<file path="src/rtl/buks_ram_pkg.sv">
// Shared types and defaults for the frame-buffer read side (ram_dual, 4096x8, two pages).
package buks_ram_pkg;

    localparam int ADDR_W = 12;
    localparam int DATA_W = 8;
    localparam int PAGE_W = 1;

    localparam logic [DATA_W-1:0] RAM_IDLE_BYTE = 8'hE1;

    typedef enum logic [2:0] {
        IDLE,
        LOAD,
        SEND,
        CSUM,
        DONE
    } rfr_state_t;

    // len is already saturated to the page size when a request is built
    typedef struct packed {
        logic [PAGE_W-1:0]   page;
        logic [ADDR_W-PAGE_W:0] len;
    } rfr_req_t;

endpackage

</file>
<file path="src/rtl/frame_req_slot.sv">
// Single-entry holding register for frame requests that arrive while the reader is busy.
module frame_req_slot
    import buks_ram_pkg::*;
(
    input  logic                        rd_clk,
    input  logic                        rst_n,
    input  logic                        push,
    input  logic [$bits(rfr_req_t)-1:0] push_req,
    input  logic                        pop,
    input  logic                        ovf_clr,
    output logic [$bits(rfr_req_t)-1:0] req,
    output logic                        full,
    output logic                        ovf
);

    // NOTE: state lives in always_ff with <= only, so every flop samples the pre-edge values.
    always_ff @(posedge rd_clk) begin
        if (!rst_n) begin
            full <= 1'b0;
            req  <= '0;
            ovf  <= 1'b0;
        end else begin
            if (push && (pop || !full)) begin
                req  <= push_req;
                full <= 1'b1;
            end else if (pop) begin
                full <= 1'b0;
            end

            // a drop in the same cycle as a clear keeps the flag set
            if (push && full && !pop)
                ovf <= 1'b1;
            else if (ovf_clr)
                ovf <= 1'b0;
        end
    end

endmodule

</file>
<file path="src/rtl/ram_frame_reader.sv">
// Drains one frame-buffer page to a valid/ready byte stream; CHECKSUM_EN appends an XOR byte.
module ram_frame_reader #(
    parameter int ADDR_W = buks_ram_pkg::ADDR_W,
    parameter int DATA_W = buks_ram_pkg::DATA_W,
    parameter int PAGE_W = buks_ram_pkg::PAGE_W
) (
    input  logic                 rd_clk,
    input  logic                 rst_n,
    input  logic                 start,
    input  logic [PAGE_W-1:0]    start_page,
    input  logic [ADDR_W-PAGE_W:0] start_len,
    output logic                 busy,
    output logic                 done,
    output logic                 ovf,
    input  logic                 ovf_clr,
    output logic                 rd,
    output logic [ADDR_W-1:0]    rd_addr,
    input  logic [DATA_W-1:0]    rd_data,
    output logic [DATA_W-1:0]    tx_data,
    output logic                 tx_valid,
    input  logic                 tx_ready,
    output logic                 tx_last
);
    import buks_ram_pkg::*;

    localparam int OFF_W = ADDR_W - PAGE_W;
    localparam int LEN_W = OFF_W + 1;
    localparam logic [LEN_W-1:0] PAGE_SZ = LEN_W'(1) << OFF_W;

    rfr_state_t        state;
    logic [PAGE_W-1:0] page;
    logic [LEN_W-1:0]  len;
    logic [LEN_W-1:0]  offset;
`ifdef CHECKSUM_EN
    logic [DATA_W-1:0] csum;
`endif

    rfr_req_t new_req, pend_req, next_req;
    logic     pend_valid, push, take_pend, take_direct, accept;
    logic     more, can_fetch, fetch, hshake;

    assign new_req.page = start_page;
    assign new_req.len  = (start_len > PAGE_SZ) ? PAGE_SZ : start_len;

    // the slot is only bypassed when the FSM is idle and nothing is queued ahead
    assign take_pend   = pend_valid && (state == IDLE || state == DONE);
    assign take_direct = start && (state == IDLE) && !pend_valid;
    assign push        = start && !take_direct;
    assign accept      = take_pend || take_direct;
    assign next_req    = take_pend ? pend_req : new_req;

    frame_req_slot u_slot (
        .rd_clk   (rd_clk),
        .rst_n    (rst_n),
        .push     (push),
        .push_req (new_req),
        .pop      (take_pend),
        .ovf_clr  (ovf_clr),
        .req      (pend_req),
        .full     (pend_valid),
        .ovf      (ovf)
    );

    // RAM data is combinational, so the read strobe must follow this cycle's tx_ready
    assign more      = offset < len;
    assign can_fetch = !tx_valid || tx_ready;
    assign fetch     = (state == LOAD || state == SEND) && more && can_fetch;
    assign hshake    = tx_valid && tx_ready;
    assign rd        = fetch;
    assign rd_addr   = fetch ? {page, offset[OFF_W-1:0]} : '0;
    assign busy      = (state != IDLE) || pend_valid;

    always_ff @(posedge rd_clk) begin
        if (!rst_n) begin
            state    <= IDLE;
            page     <= '0;
            len      <= '0;
            offset   <= '0;
            tx_data  <= '0;
            tx_valid <= 1'b0;
            tx_last  <= 1'b0;
            done     <= 1'b0;
`ifdef CHECKSUM_EN
            csum     <= '0;
`endif
        end else begin
            done <= 1'b0;

            if (fetch) begin
                tx_data  <= rd_data;
                tx_valid <= 1'b1;
                offset   <= offset + LEN_W'(1);
`ifdef CHECKSUM_EN
                csum     <= csum ^ rd_data;
                tx_last  <= 1'b0;
`else
                tx_last  <= (offset + LEN_W'(1) == len);
`endif
            end else if (hshake) begin
                tx_valid <= 1'b0;
                tx_last  <= 1'b0;
            end

            case (state)
                IDLE, DONE: begin
                    if (accept) begin
                        page   <= next_req.page;
                        len    <= next_req.len;
                        offset <= '0;
`ifdef CHECKSUM_EN
                        csum   <= '0;
`endif
                        if (next_req.len == '0) begin
                            state <= DONE;
                            done  <= 1'b1;
                        end else begin
                            state <= LOAD;
                        end
                    end else begin
                        state <= IDLE;
                    end
                end
                LOAD: state <= SEND;
`ifdef CHECKSUM_EN
                SEND: begin
                    if (!more && can_fetch) begin
                        tx_data  <= csum;
                        tx_valid <= 1'b1;
                        tx_last  <= 1'b1;
                        state    <= CSUM;
                    end
                end
                CSUM: begin
                    if (hshake) begin
                        state <= DONE;
                        done  <= 1'b1;
                    end
                end
`else
                SEND: begin
                    if (hshake && tx_last) begin
                        state <= DONE;
                        done  <= 1'b1;
                    end
                end
`endif
                default: state <= IDLE;
            endcase
        end
    end

endmodule
</file>
<file path="config.mk">
export PLATFORM = sky130hd
export DESIGN_NAME = ram_frame_reader
export DESIGN_NICKNAME = d
export VERILOG_FILES = /design/src/rtl/buks_ram_pkg.sv /design/src/rtl/frame_req_slot.sv /design/src/rtl/ram_frame_reader.sv
export SDC_FILE = /design/constraint.sdc
export NUM_CORES = 1
export LEC_CHECK = 0
export ABC_CLOCK_PERIOD_IN_PS = 7300
export CORE_ASPECT_RATIO = 0.75
export CORE_MARGIN = 3
export CORE_UTILIZATION = 25
export DETAILED_ROUTE_END_ITERATION = 6
export GPL_ROUTABILITY_DRIVEN = 0
export PLACE_DENSITY = 0.4
export SLEW_MARGIN = 30
export SYNTH_ARGS = -nofsm -noshare
export SYNTH_HDL_FRONTEND = slang
export SYNTH_HIERARCHICAL = 1
export SYNTH_SLANG_ARGS = --single-unit
</file>
<file path="constraint.sdc">
create_clock -name rd_clk -period 7.3 [get_ports rd_clk]
set_input_delay 1.46 -clock rd_clk [delete_from_list [all_inputs] [get_ports rd_clk]]
set_output_delay 1.46 -clock rd_clk [all_outputs]
set_load 0.01 [all_outputs]
</file>
# Word-level counts from Yosys, hierarchy flattened
# Index checks and enable logic that the tools add are counted.
[word_totals]
ff_bits = 54
word_cells = 69
[classes]
add_sub_neg = 1
magnitude_cmp = 2
n_reduce_logical = 29
n_eq_ne = 5
mux = 21
[ops]
columns = ["operator", "n"]
rows = [
  ["$mux 12", 5],
  ["$mux 13", 1],
  ["$add 12x1->12 const B", 1],
  ["$eq 12x12->1", 1],
  ["$gt 12x12->1 const B", 1],
  ["$logic_not 12->1", 1],
  ["$lt 12x12->1", 1],
  ["$logic_and 1x1->1", 11],
  ["$mux 1", 10],
  ["$mux 3", 3],
  ["$pmux 3 s3", 1],
  ["$logic_or 1x1->1", 6],
  ["$reduce_bool 2->1", 3],
  ["$logic_not 1->1", 4],
  ["$eq 3x1->1 const B", 1],
  ["$eq 3x2->1 const B", 1],
  ["$eq 3x3->1 const B", 1],
  ["$logic_not 3->1", 1],
  ["$reduce_bool 3->1", 1],
  ["$ne 2x1->1 const B", 1],
  ["$pmux 1 s2", 1],
  ["$reduce_and 2->1", 1],
  ["$reduce_or 2->1", 1],
]

# Logic depth before layout (Yosys ltp)
# Gate-level depths: netlist of the first run.
[logic_depth]
depth_word = 8
ltp_mapped = 10
ltp_nobuf = 9

# By module
# Netlist of the first run, hierarchy kept.
[by_module_without_submodules]
columns = ["module", "cells_each", "area_per_inst_um2", "n_inst"]
rows = [
  ["ram_frame_reader", 303, 2558.7, 1],
  ["frame_req_slot", 65, 621.8, 1],
]

# Least setup slack after synthesis of the first run
# Ideal clock, no wire load.
[synth_timing]
kind = "input -> output"
start = "in tx_ready"
end = "out rd_addr[0]"
t_required_ns = 5.840
arrival_time_ns = 2.361
path_buffers = 1
path_slack_ns = 3.479
path_stages = 5
path_cell_list = "nand2b_1 nand2_1 nor3_4 clkbuf_1 ha_1"
[synth_between]
elab_chain_len = 3
[synth_lines]
columns = ["element", "line_no", "rtl"]
rows = [
  ["start: declaration", "ram_frame_reader.sv:21", "input logic tx_ready,"],
  ["$logic_or 1x1->1", "ram_frame_reader.sv:66", "assign can_fetch = !tx_valid || tx_ready;"],
  ["$logic_and 1x1->1", "ram_frame_reader.sv:67", "assign fetch = (state == LOAD || state == SEND) && more && can_fetch;"],
  ["named net rd", "ram_frame_reader.sv:16", "output logic rd,"],
  ["$mux 12", "ram_frame_reader.sv:70", "assign rd_addr = fetch ? {page, offset[OFF_W-1:0]} : '0;"],
  ["end: declaration", "ram_frame_reader.sv:17", "output logic [ADDR_W-1:0] rd_addr,"],
]
# The timed path passes the listed nets, and every way through them passes these cells.

# Worst setup path in the final report of the first run
[layout_timing]
start = "in tx_ready"
end = "out rd_addr[0]"
[layout_between]
elab_chain_len = 3
[layout_lines]
columns = ["element", "line_no"]
rows = [
  ["$logic_or 1x1->1", "ram_frame_reader.sv:66"],
  ["$logic_and 1x1->1", "ram_frame_reader.sv:67"],
  ["$mux 12", "ram_frame_reader.sv:70"],
]
# Every way passes these cells.

==> results of run 1 <==
report_power, final:
group	total, uW	leakage (uW)	switching (uW)	internal [uW]
clock	277	0.0000771	115	162
combinational	290	0.000882	154	136
sequential	365	0.000440	34.4	331
total	932	0.00140	303	630
per-stage QoR:
step / hold slack (ns) / total power, uW
floorplan: 0.434 / 577
global placement: 0.443 / 664
detailed placement: 0.455 / 667
CTS: 0.466 / 948
global route: 0.508 / 994
finish: 0.463 / 932
registers in the layout, summed over array words and instances (netlist names), 3 cells and up:
register and flops:
u_slot/req 13, len 12, offset 12, tx_data 8, state 3
cells in the final DEF (no fill, tap or decap), drive strengths merged, types with 6 or more instances in the layout:
cell type,n
dfxtp,54
clkdlybuf4s50,51
nor2,43
nand2,42
mux2i,35
inv,18
nor2b,17
a211oi,15
xor2,15
ha,14
and2,12
xnor2,10
nand4,9
nand3,8
a21oi,8
nor4,6
clkbuf,6
cell type report:
| type | count | area (sq um) |
|---|---|---|
| timing repair buffer | 55 | 541 |
| clock buffer | 6 | 129 |
| fill | 1301 | 8400 |
| tap | 166 | 208 |
| multi-input combinational | 270 | 1890 |
| clock inverter | 2 | 37.5 |
| inverter | 18 | 67.6 |
| sequential | 54 | 1080 |
cell families (layout without fill, tap and decap cells):
| group | count (synthesis) | count (layout) |
|---|---|---|
| simple gates | 152 | 152 |
| mux | 35 | 35 |
| fa+ha+maj | 14 | 14 |
| compound gates | 44 | 44 |
| flops | 54 | 54 |
| xor+xnor | 25 | 25 |
| buf+inv | 44 | 81 |
how the worst max path moves through the flow:
stage                     startpoint          to  depth (start not counted)
final                       tx_ready  rd_addr[0]                          7
after global routing        tx_ready  rd_addr[0]                          7
after CTS                   tx_ready  rd_addr[0]                          7
after detailed placement    tx_ready  rd_addr[0]                          7
after global placement      tx_ready  rd_addr[0]                          7
after floorplan             tx_ready  rd_addr[0]                          5
layer usage:
layer	up-vias	track usage	share of wire
met3	4	0.0330	0.047
met5	-	0	0
li1	1343	-	-
met1	1210	0.166	0.54
met4	0	0.0216	0.0051
met2	53	0.165	0.41
worst max-delay path: stages:
cell             delay, ns
clkdlybuf4s50_1       0.48
nand2b_1              0.13
nand2_1               0.09
nor3_4                0.44
buf_4                 0.36
ha_1                  0.19
clkdlybuf4s50_1       0.52
==> results.yml, run 1 <==
run_status:
  status: "complete, no violations"
global_route:
  grt_overflow: 0
  antenna_found_initial: 0
  grt_pass1_wl_microns: 13000
  grt_pass1_vias: 2554
  groute.usage.overall: 0.114
  grt_max_degree: 33
synthesis:
  async_flop_share: 0
  ys_warn_count: 6
  synth_compound_area_frac: 0.108
  synthTopCellsByCount: "54 x dfxtp_1, 42 x nor2_1, 41 x nand2_1"
  synth-seq-cells: 54
  synth.distinct_cells: 51
  synth.avg_cell_area_sq_um: 8.64
  synthAdderAreaFrac: 0.0551
  synthCells: 368
  synth_area_sq_um: 3180
  synth_top_area_cell: "dfxtp_1"
  synth_edf_count: 0
  synth-xor-area-share: 0.0688
  synth_top_area_share: 0.340
  synth.most_common_cell: "dfxtp_1"
  synth_nets: 408
  synthTopCellsByArea: "dfxtp_1 34%, mux2i_1 11%, ha_1 5.5%, nor2_1 5.0%, nand2_1 4.8%"
  synthMuxAreaShare: 0.110
  yosys.area_share.simple: 0.247
  synth_top_family_by_area: "simple AND/OR/NAND/NOR gates"
  synth_flop_cell: "dfxtp_1"
  yosysSeqAreaShare: 0.340
sta:
  maxSlewHeadroom: 0.359
  fin_crit_ns: 5.14
  fin_setup_tns_ns: 0
  grt_setup_unrepaired: "false"
  worst_pin_slew_ns: 0.957
  fin_skew_ns: 0.00742
  fin_crit_sh: 0.705
  fmax_mhz: 194
  timing.final.ws_setup_ns: 2.16
  slew_viol_final: 0
  finalHoldViolations: 0
  setup_violations: 0
floorplan:
  die_w_microns: 136
  dieHeight_microns: 104
  ios: 52
  die_area_sq_um: 14100
  core_sq_um: 12300
  start_util: 0.258
  num_rows: 35
clocking:
  cts_root_buf: "clkbuf_16"
  insertion_delay_ns: 0.30
  cts.sinks: 54
  cts_buffer_depth: 2
  cts_inserted_buffers: 5
  ctsHoldBuffers: 0
  tritoncts: "yes"
  post_cts_buffers: 0
  path_clk_slew_ns: 0.07
  ctsResizeCount: 0
  cts_max_level: 2
min_path:
  hold_path_class: "flop to flop"
  min_path_cells: 2
  hold_end: "u_slot/req[12]"
  min-delay-start: "u_slot/req[12]"
setup_path:
  crit_fanout: 24
  critPathCaptureType: "output port"
  crit_type: "input port to output port"
  reg2reg_setup_slack_ns: 4.28
  arrival_ns: 3.68
  regToRegEndpoint: "tx_last"
  worstSetupStartpointType: "input port"
  r2r_cells: 8
  rr_startpoint: "offset[10]"
  crit_required_ns: 5.84
pwr:
  power.density_nw_per_um2: 236
  peakVddDrop_mv: 0.0915
  leakagePower_uw: 0.00140
route:
  routed_wirelength_microns: 7900
  final_antenna_net_count: 0
  initialDrtViolationCount: 91
  firstDrtPassIters: 4
  drcViolationCount: 0
  via_per_inst: 4.57
  wl_per_cell_microns: 13.8
  vias: 2610
cells_and_area:
  syn_to_final_growth_pct: 24.2
  n_antenna_cell: 0
  finish.utilization: 0.320
  fin_cells: 571
  drive_above_1_share: 0.0617
  finalInstanceArea_sq_um: 3950
  nNetsFinal: 444
placed_design:
  dpl_cell_area_sq_um: 3780
  dp_hpwl_microns: 5830
  io_buffers: 51
  pre_cts_slack_ns: 2.07
  placed_cells: 563
job:
  max_cap_violations: 0
Power figures use the tool's default switching activity.
==> inputs of run 2 (changes only) <==
--- a/config.mk
+++ b/config.mk
@@ -5,7 +5,7 @@
 export SDC_FILE = /design/constraint.sdc
 export NUM_CORES = 1
 export LEC_CHECK = 0
-export ABC_CLOCK_PERIOD_IN_PS = 7300
+export ABC_CLOCK_PERIOD_IN_PS = 4900
 export CORE_ASPECT_RATIO = 0.75
 export CORE_MARGIN = 3
 export CORE_UTILIZATION = 25
==> constraint.sdc (replaced) <==
create_clock -name rd_clk -period 4.9 [get_ports rd_clk]
set_input_delay 0.98 -clock rd_clk [delete_from_list [all_inputs] [get_ports rd_clk]]
set_output_delay 0.98 -clock rd_clk [all_outputs]
set_load 0.01 [all_outputs]
==> results.yml, run 2 (synthesis gave the netlist of run 1 again) <==
run_status:
  status: "complete, no violations"
clocking:
  cts_max_level: 2
  ctsResizeCount: 0
  cts_buffer_depth: 2
  cts_inserted_buffers: 5
  tritoncts: "yes"
  cts.sinks: 54
  insertion_delay_ns: 0.30
  ctsHoldBuffers: 0
  cts_root_buf: "clkbuf_16"
  post_cts_buffers: 0
  path_clk_slew_ns: 0.08
route:
  final_antenna_net_count: 0
  firstDrtPassIters: 4
  routed_wirelength_microns: 7870
  initialDrtViolationCount: 84
  vias: 2584
  via_per_inst: 4.53
  drcViolationCount: 0
  wl_per_cell_microns: 13.8
sta:
  fin_crit_sh: 0.823
  setup_violations: 0
  worst_pin_slew_ns: 0.929
  fmax_mhz: 248
  grt_setup_unrepaired: "false"
  finalHoldViolations: 0
  fin_skew_ns: 0.00696
  fin_crit_ns: 4.04
  maxSlewHeadroom: 0.378
  holdWs_ns: 0.467
  slew_viol_final: 0
  fin_setup_tns_ns: 0
floorplan:
  num_rows: 35
  dieHeight_microns: 104
  ios: 52
  start_util: 0.258
  core_sq_um: 12300
  die_area_sq_um: 14100
  die_w_microns: 136
cells_and_area:
  regMostFlops: "u_slot/req"
  nNetsFinal: 444
  syn_to_final_growth_pct: 24.2
  finalInstanceArea_sq_um: 3950
  final_cell_mix: "54 x dfxtp_1, 51 x clkdlybuf4s50_1, 42 x nor2_1"
  largest_reg_flops: 13
  largest_registers: "u_slot/req x13, len x12, offset x12"
  final_common_cell: "dfxtp_1"
  drive_above_1_share: 0.0642
  n_antenna_cell: 0
global_route:
  grt_pass1_wl_microns: 13400
  grt_overflow: 0
  grtUsageMet2: 0.165
  grtUsageMet1: 0.179
  grt_pass1_vias: 2556
  use_met3: 0.0306
  antenna_found_initial: 0
  grt_max_degree: 34
  busiest_layer: "met1"
  groute.usage.overall: 0.117
setup_path:
  cp_slowest_stage_delay_ns: 0.53
  critPathMostFrequentCell: "ha_1"
  crit_type: "flop to output port"
  critPathCaptureType: "output port"
  crit_required_ns: 3.92
  crit_fanout: 33
  worstSetupStartpointType: "flop"
  worstPathBufferInverterCount: 2
  arrival_ns: 3.06
  crit_slowest_cell: "clkdlybuf4s50_1"
  cp_top_family: "buffers and inverters"
  crit_chain: "ha_1, a21o_1, a2111oi_2, nand2_1, nor3_4, buf_4, ha_1, clkdlybuf4s50_1"
placed_design:
  io_buffers: 51
  dpl_cell_area_sq_um: 3780
  dp_hpwl_microns: 5800
pwr:
  power.density_nw_per_um2: 353
  peakVddDrop_mv: 0.137
  leakagePower_uw: 0.00141
min_path:
  hold_path_class: "flop to flop"
job:
  max_cap_violations: 0
==> run 2: area by class of cell <==
| type | count | area [sq um] |
|---|---|---|
| multi-input cells | 270 | 1890 |
| clock inverters | 3 | 43.8 |
| well taps | 166 | 208 |
| inverters | 18 | 67.6 |
| repair buffers | 55 | 541 |
| flip-flops and latches | 54 | 1080 |
| fillers | 1314 | 8400 |
| clock buffers | 5 | 125 |
==> run 2: where the power goes <==
part | internal, uW | switching [uW] | leakage, uW
sequential | 493 | 51.2 | 0.000440
clock | 243 | 175 | 0.0000842
combinational | 203 | 229 | 0.000882
==> run 2: final timing paths <==
check / from / endpoint / slack [ns] / cells past startpoint
worst max-delay path: offset[10] / rd_addr[0] / 0.86 / 8
worst min-delay path: u_slot/req[12] / u_slot/req[12] / 0.47 / 2
worst max register to register: offset[10] / tx_last / 2.18 / 8
worst min register to register: u_slot/req[12] / u_slot/req[12] / 0.47 / 2
==> run 2: worst min-delay path, delay by kind of cell (launching register included) <==
kind | cells | cell delay, ns
AND/OR/NAND/NOR | 1 | 0.05
multiplexers | 1 | 0.05
flip-flops | 1 | 0.32
==> run 2: metal layers <==
| metal | share of wire | vias to the layer above |
|---|---|---|
| met5 | 0 | - |
| met4 | 0.0079 | 0 |
| met3 | 0.046 | 8 |
| met2 | 0.41 | 47 |
| met1 | 0.54 | 1185 |
| li1 | - | 1344 |
==> run 2: stage by stage <==
stage | utilization | cells | power (uW) | worst slack, ns
after floorplan | - | 368 | 859 | 1.84
after global placement | 0.306 | 563 | 990 | 0.961
after detailed placement | 0.306 | 563 | 995 | 0.943
after CTS | 0.320 | 571 | 1420 | 0.814
after global routing | 0.320 | 571 | 1490 | 0.653
final | 0.320 | 571 | 1390 | 0.865
